`src/rtl/lfsr_pkg.sv`:
```
// rtl/lfsr_pkg.sv - shared types, default taps and seed helper for the LFSR keystream generator
package lfsr_pkg;

    typedef enum logic {
        IDLE = 1'b0,
        RUN  = 1'b1
    } lfsr_state_t;

    localparam int          MAX_WIDTH    = 128;
    localparam logic [63:0] DEFAULT_TAPS = 64'hD800_0000_0000_0000;

    // An all-zero register is a lock-up state, so a zero seed becomes 1.
    function automatic logic [MAX_WIDTH-1:0] seed_fix(input logic [MAX_WIDTH-1:0] seed);
        return (seed == '0) ? {{(MAX_WIDTH-1){1'b0}}, 1'b1} : seed;
    endfunction

endpackage

```
`src/rtl/lfsr_step_en.sv`:
```
// rtl/lfsr_step_en.sv - step-rate divider producing a tick enable instead of a derived clock
module lfsr_step_en #(
    parameter int DIV = 8
) (
    input  logic clk,
    input  logic rst_n,
    input  logic clr,
    input  logic en,
    input  logic hold,
    output logic tick
);

    localparam logic [15:0] LAST = 16'(DIV - 1);

    logic [15:0] cnt;

    assign tick = (cnt == LAST);

    // A blocked tick parks the counter on LAST so the pending step is never lost.
    always_ff @(posedge clk or negedge rst_n) begin
        if (!rst_n) begin
            cnt <= '0;
        end else if (clr) begin
            cnt <= '0;
        end else if (en) begin
            if (tick) begin
                if (!hold) begin
                    cnt <= '0;
                end
            end else begin
                cnt <= cnt + 16'd1;
            end
        end
    end

endmodule

```
`src/rtl/lfsr_keystream_gen.sv`:
```
// rtl/lfsr_keystream_gen.sv - seeded Fibonacci LFSR emitting a handshaked keystream bit per step
module lfsr_keystream_gen
    import lfsr_pkg::*;
#(
    parameter int               WIDTH = 64,
    parameter logic [WIDTH-1:0] TAPS  = WIDTH'(DEFAULT_TAPS),
    parameter int               DIV   = 8
) (
    input  logic             i_clk,
    input  logic             i_rst,
    input  logic [WIDTH-1:0] i_seed,
    input  logic             i_seed_valid,
    output logic             o_seed_ready,
    input  logic             i_enable,
    output logic [WIDTH-1:0] o_lfsr,
    output logic             o_keystream,
    output logic             o_valid,
    input  logic             i_ready,
    output logic [31:0]      o_steps
);

    lfsr_state_t      state_q;
    lfsr_state_t      state_d;
    logic             run;
    logic             div_clr;
    logic             seed_acc;
    logic             tick;
    logic             step;
    logic             fb;
    logic [WIDTH-1:0] seed_val;

    assign o_seed_ready = i_rst;
    assign seed_acc     = i_seed_valid;
    assign seed_val     = WIDTH'(seed_fix(MAX_WIDTH'(i_seed)));

    always_ff @(posedge i_clk or negedge i_rst) begin
        if (!i_rst) begin
            state_q <= IDLE;
        end else begin
            state_q <= state_d;
        end
    end

    always_comb begin
        state_d = state_q;
        if (seed_acc) begin
            state_d = RUN;
        end
    end

    always_comb begin
        run     = (state_q == RUN);
        div_clr = seed_acc | ~run;
    end

    lfsr_step_en #(
        .DIV (DIV)
    ) u_step_en (
        .clk   (i_clk),
        .rst_n (i_rst),
        .clr   (div_clr),
        .en    (run & i_enable),
        .hold  (o_valid & ~i_ready),
        .tick  (tick)
    );

    assign step = run & i_enable & tick & (~o_valid | i_ready);
    assign fb   = ^(o_lfsr & TAPS);

    // A seed load discards whatever bit is pending, even one being consumed this cycle.
    always_ff @(posedge i_clk or negedge i_rst) begin
        if (!i_rst) begin
            o_lfsr      <= '0;
            o_keystream <= 1'b0;
            o_valid     <= 1'b0;
            o_steps     <= '0;
        end else if (seed_acc) begin
            o_lfsr      <= seed_val;
            o_keystream <= 1'b0;
            o_valid     <= 1'b0;
            o_steps     <= '0;
        end else if (step) begin
            o_lfsr      <= {o_lfsr[WIDTH-2:0], fb};
            o_keystream <= o_lfsr[WIDTH-1];
            o_valid     <= 1'b1;
            o_steps     <= o_steps + 32'd1;
        end else if (o_valid && i_ready) begin
            o_valid     <= 1'b0;
        end
    end

endmodule
```
`config.mk`:
```
export PLATFORM = sky130hd
export DESIGN_NAME = lfsr_keystream_gen
export DESIGN_NICKNAME = d
export VERILOG_FILES = /design/src/rtl/lfsr_pkg.sv /design/src/rtl/lfsr_step_en.sv /design/src/rtl/lfsr_keystream_gen.sv
export SDC_FILE = /design/constraint.sdc
export NUM_CORES = 1
export LEC_CHECK = 0
export CAP_MARGIN = 40
export CORE_MARGIN = 8
export CORE_UTILIZATION = 35
export DETAILED_ROUTE_END_ITERATION = 12
export PLACE_DENSITY_LB_ADDON = 0.1
export SYNTH_ARGS = -nofsm -noshare
export SYNTH_HDL_FRONTEND = slang
export SYNTH_SLANG_ARGS = --single-unit
```
`constraint.sdc`:
```
create_clock -name i_clk -period 4.3 [get_ports i_clk]
set_input_delay 0.43 -clock i_clk [delete_from_list [all_inputs] [get_ports i_clk]]
set_output_delay 0.43 -clock i_clk [all_outputs]
set_load 0.01 [all_outputs]
```
## Word-level counts from Yosys, hierarchy flattened

Index checks and enable logic that the tools add are counted.

| storage, ports and cells | value |
|---|---|
| bits of input ports | 69 |
| word-level logic and storage cells | 40 |
| register bits after elaboration | 115 |
| memories | 0 |
| output and inout bits | 99 |
| latch bits | 0 |
| bits in writable memories | 0 |
| ROM bits | 0 |

| cells by class | value |
|---|---|
| reduce and logical (&&, ||, !) cells | 7 |
| multiplexer cells | 14 |
| multipliers | 0 |
| div/mod/pow operators | 0 |
| equality and inequality tests | 2 |
| bitwise operators | 9 |
| order comparisons | 0 |
| add/sub/neg operators | 2 |
| shift-type cells | 0 |

Operator list:

| kind | number |
|---|---|
| $mux W64 | 3 |
| $logic_not A64 Y1 | 1 |
| $mux W16 | 4 |
| $mux W32 | 2 |
| $reduce_xor A64 Y1 | 1 |
| $add A32 B1 Y32 const B | 1 |
| $add A16 B1 Y16 const B | 1 |
| $eq A16 B3 Y1 const B | 1 |
| $mux W1 | 5 |
| $and A1 B1 Y1 | 4 |
| $reduce_bool A2 Y1 | 2 |
| $ne A3 B3 Y1 const B | 1 |
| $not A1 Y1 | 3 |
| $reduce_bool A3 Y1 | 1 |
| $or A1 B1 Y1 | 2 |
| $reduce_and A2 Y1 | 1 |
| $logic_and A1 B1 Y1 | 1 |

## Longest topological paths before layout

| logic depth | value |
|---|---|
| word-level depth | 6 |
| gate-level depth with buffers | 9 |
| gate-level depth less buffers | 6 |

## By module

A second synthesis with hierarchy kept.

| unflattened totals | value |
|---|---|
| cells, all modules | 588 |
| area total of the unflattened synthesis | 5751.8 um^2 |

Modules (own cells, without submodules):

| module | area each (um^2) | sequential area each (um^2) | instances | cells each |
|---|---|---|---|---|
| lfsr_keystream_gen | 4847.1 | 2477.4 | 1 | 492 |
| lfsr_step_en | 904.6 | 400.4 | 1 | 96 |

## Least setup slack after synthesis

OpenSTA, ideal clock, no wires.

| timing path | value |
|---|---|
| path kind | register to register |
| from | register u_step_en.cnt[0] |
| to | register o_steps[1] |
| path buffers | 3 |
| cell stages (with the launch flop) | 10 |
| required time | 4.166 ns |
| setup slack | 2.089 ns |
| period minus slack after synthesis | 2.211 ns |
| library setup time | 0.134 ns |
| arrival time | 2.077 ns |
| path through | dfrtp_1 ha_1 nor4b_1 and3_1 buf_4 nand4_1 clkbuf_1 clkbuf_1 nand2_1 a21oi_1 |

| on the way | value |
|---|---|
| word-level cells in the longest chain between the ends | 4 |

Ends and longest elaborated chain:

| item | RTL line | text |
|---|---|---|
| from (decl) | lfsr_step_en.sv:15 | `logic [15:0] cnt;` |
| from (signal assigned) | lfsr_step_en.sv:31 | `cnt <= cnt + 16'd1;` |
| $eq A16 B3 Y1 | lfsr_step_en.sv:17 | `assign tick = (cnt == LAST);` |
| $and A1 B1 Y1 (2 in series) | lfsr_keystream_gen.sv:67 | `assign step = run & i_enable & tick & (~o_valid \| i_ready);` |
| $reduce_bool A2 Y1 (no line) | n/a |  |
| to (signal assigned) | lfsr_keystream_gen.sv:86 | `o_steps <= o_steps + 32'd1;` |
| to (decl) | lfsr_keystream_gen.sv:19 | `output logic [31:0] o_steps` |

No other way between the ends.
A chain may end at the register's enable or synchronous reset.

## Worst setup path in the final report

| timing path | value |
|---|---|
| from | register u_step_en.cnt[0] |
| to | register o_lfsr[61] |

| on the way | value |
|---|---|
| word-level cells in the longest chain between the ends | 4 |

Ends and longest elaborated chain:

| item | RTL line | text |
|---|---|---|
| $eq A16 B3 Y1 | lfsr_step_en.sv:17 |  |
| $and A1 B1 Y1 (2 in series) | lfsr_keystream_gen.sv:67 |  |
| $reduce_bool A2 Y1 (no line) | n/a |  |
| to (signal assigned) | lfsr_keystream_gen.sv:78 | `o_lfsr <= seed_val;` |
| to (signal assigned) | lfsr_keystream_gen.sv:83 | `o_lfsr <= {o_lfsr[WIDTH-2:0], fb};` |
| to (decl) | lfsr_keystream_gen.sv:15 | `output logic [WIDTH-1:0] o_lfsr,` |

No other way between the ends.

==> results summary <==
The run finished with clean final reports. The maximum level of the CTS H-tree came out at 4. The clock-pin transition on the worst setup and hold timing paths is roughly 0.050 ns.

The boundary pin count came out at ~170. The prevailing post-synth register cell is sky130_fd_sc_hd__dfrtp_1. The placeable core region is 16500 um2.

The last weighted congestion value of the routability-driven placer is between 0.8 and 0.9. The most common cell in the synthesized netlist is sky130_fd_sc_hd__dfrtp_1. The number of warnings reported in the yosys synthesis log is 0.

The final wirelength is around 18000 um. The internal reg-to-reg setup slack is between 1 and 1.5 ns. The total of flip-flops plus latches after synthesis came out at ~120. In this run the worst hold path is classified as input port to async pin.

The worst setup path is of the register to register kind. The worst setup path is captured at a register. The final count of hold timing violations is 0. The number of input and output port buffers inserted came out at 167. The first-pass GRT wire length came out at 30000 um. The buffer depth of the longest clock path came out at 2. The number of fillers in the final layout came out at between 1000 and 1500.

From bottom edge to top edge, the die measures ~150 um. Including well taps, the total number of placed cells is 999. The depth of the worst register-to-register path is 7. The share of the yosys chip area belonging to registers is roughly half.

The average size of a mapped cell is 9.02 um2. Of the cells placed in the final design, the portion with a size suffix greater than 1 is between 6 and 7%. The overall die area is around 21000 um2. The starting density of the core came out at between 30% and 40%.

The HPWL after detailed placement is 12800 um. Counting every instance in the synthesized netlist gives ~650. The routed wirelength normalized by instance count is 17.7 um.

By area the synthesized netlist is led by sky130_fd_sc_hd__dfrtp_1 49%, sky130_fd_sc_hd__a21oi_1 7.4%, sky130_fd_sc_hd__nor2b_1 6.5%, sky130_fd_sc_hd__a31oi_1 6.4%, sky130_fd_sc_hd__nand2_1 5.2%. In the routed layout, each cell is associated on average with a via count of ~5.3. The TritonCTS clock tree is done. The power density over the cells came out at ~370 nW/um2.

The clock insertion delay at the later pin of the skew report is ~0.41 ns. The number of sinks handled by clock tree synthesis came out at between 100 and 150. The max-cap violation count is 0.

The DRC violation count after routing is 0. The dominant cell type by area after synthesis is sky130_fd_sc_hd__dfrtp_1. For the final routed database, the setup TNS stands at 0 ns. The remaining antenna violation count came out at 0. STA classifies the critical path startpoint as a register. The setup slack after placement is 1.12 ns. The arrival time of data at the critical path endpoint is between 3 and 4 ns. The final instance area came out at 8350 um2.

The number of setup buffers added after CTS is 0. The maximum fanout along the worst path came out at approximately 70. The leakage component of the power came out at ~3.4 nW. The number of buffers created by CTS is 17. Counting instances in the post-synthesis netlist gives the leading cell types as 115 x sky130_fd_sc_hd__dfrtp_1, 87 x sky130_fd_sc_hd__a21oi_1, 82 x sky130_fd_sc_hd__nand2_1. Setup repair after global routing left no endpoint under its margin. On the final layout, the worst clock skew is between 0.007 and 0.008 ns. The worst slew slack as a fraction of its limit is ~44%. The count of final max-slew check failures is 0. The final-stage net count is just under 900.

After synthesis, the share of flip-flops with an asynchronous set or reset is 100%. The placed cell area is 7710 um2. IR analysis of the VDD net gives a maximum drop of 0.275 mV.

The worst-margin pin slew is about 0.84 ns. The diode insertion count for antenna repair came out at 0. The worst register-to-register path ends at o_lfsr[61].

The slack of the critical path came out at between 1 and 1.5 ns. The worst register-to-register path begins at u_step_en.cnt[0]. The floorplan step set the die width to roughly 150 um.

The number of global-route vias before repair came out at between 5000 and 6000. The total track usage came out at between 10% and 20%. The post-route minimum period came out at 2.98 ns.

The clock root buffer master is sky130_fd_sc_hd__clkbuf_16. The portion of the clock cycle consumed by the worst path in the final layout came out at just under 70%. STA puts the critical path data required time at about 4.6 ns.

After synthesis, the netlist uses 38 different library cells. The area added between synthesis and finish came out at 42.2%. The summed instance area of the synthesized netlist is approximately 6000 um2. The floorplan has 47 rows. The finished layout holds 1030 standard cells, fillers aside.

The number of enable flip-flop cells after synthesis came out at 0. Global routing finished with a remaining overflow of 0. The initial antenna violation count is 1. The area share of the largest cell type after synthesis came out at about half. The detailed router finished its first iteration with just under 400 violations. For this run, the detailed router's first-pass iteration total came to 4. The routed layout has 5496 vias.

The fmax came out at approximately 0.34 GHz. Setup violations remaining at the end of the flow were counted as 0. The post-synthesis net count came out at 722.

The maximum number of pins on one net before global-route repair is 99.
-- how the worst max path moves through the flow --
stage | startpoint | end | cells past startpoint
5_1_grt | u_step_en.cnt[0] | o_steps[19] | 6
3_5_place_dp | i_enable | o_steps[19] | 6
3_3_place_gp | i_enable | o_steps[25] | 6
4_1_cts | u_step_en.cnt[0] | o_lfsr[61] | 7
6_report | u_step_en.cnt[0] | o_lfsr[61] | 7
2_1_floorplan | u_step_en.cnt[0] | o_steps[1] | 9
-- cell families after synthesis --
group                      after synthesis  synth area share, %
muxes                                    8                 1.49
adders and majority gates                2                0.426
buffers and inverters                   52                 3.49
and+or+nand+nor                        274                 25.2
xor gates and xnor gates                23                 3.43
DFF                                    115                 49.0
AOI/OAI and AO/OA                      177                 16.9
-- where the power goes --
group          switching, mW  internal [mW]  leakage, nW
Sequential            0.0508           1.14         1.42
Combinational          0.184          0.211         1.65
Clock                  0.469           1.00        0.311
-- metrics by stage --
stage / power (mW) / hold WS, ns / utilization (%)
2_1_floorplan: 1.35 / 0.134 / -
6_report: 3.06 / 0.502 / 50.5
3_3_place_gp: 1.60 / 0.404 / 46.5
3_5_place_dp: 1.61 / 0.404 / 46.7
5_1_grt: 3.19 / 0.501 / 50.5
4_1_cts: 3.09 / 0.481 / 50.5
-- worst max-delay path, cell delays in order (launching register included) --
cell and delay, ns:
sky130_fd_sc_hd__dfrtp_1 0.40, sky130_fd_sc_hd__ha_1 0.24, sky130_fd_sc_hd__nor4b_1 0.50, sky130_fd_sc_hd__and3_1 0.50
sky130_fd_sc_hd__nand4_1 0.15, sky130_fd_sc_hd__buf_4 0.38, sky130_fd_sc_hd__mux2_2 0.38, sky130_fd_sc_hd__mux2_2 0.27
-- layer usage --
layer | track usage, % | up-vias | wire [um]
met4 | 4.79 | 2 | 231
met3 | 7.49 | 18 | 1450
met1 | 20.9 | 2661 | 7940
li1 | - | 2651 | -
met5 | 0 | - | 13
met2 | 27.8 | 164 | 8610
-- area by class of cell --
type	count	area (um2)	share of cell area [%]
inverter	6	22.5	0.270
sequential	115	2880	34.5
tap	220	275	3.30
clock inverter	2	60.1	0.719
multi-input combinational	484	2800	33.5
timing repair buffer	175	1750	20.9
clock buffer	28	567	6.79
-- registers in the layout (all words and copies together), names as in the netlist --
register	cells
run	1
u_step_en.cnt	16
o_keystream	1
o_lfsr	64
o_steps	32
o_valid	1
-- repair_timing --
action / 4_1_cts / 5_1_grt
resized for setup: 0 / 0
hold buffers: 1 / 0
endpoints found under the hold margin: 32 / 0
-- cell usage in the layout, fill, tap and decap left out, types with 16 or more instances in the layout --
cell type / n
sky130_fd_sc_hd__clkdlybuf4s50_1: 165
sky130_fd_sc_hd__dfrtp_1: 115
sky130_fd_sc_hd__a21oi_1: 87
sky130_fd_sc_hd__nand2_1: 82
sky130_fd_sc_hd__nor2b_1: 61
sky130_fd_sc_hd__a31oi_1: 60
sky130_fd_sc_hd__nor2_1: 28
sky130_fd_sc_hd__nand4_1: 21
sky130_fd_sc_hd__nor4_1: 20
sky130_fd_sc_hd__o21ai_0: 17
sky130_fd_sc_hd__clkbuf_16: 17
sky130_fd_sc_hd__xor2_1: 16
Note: power is estimated with default switching activity, not from simulation.
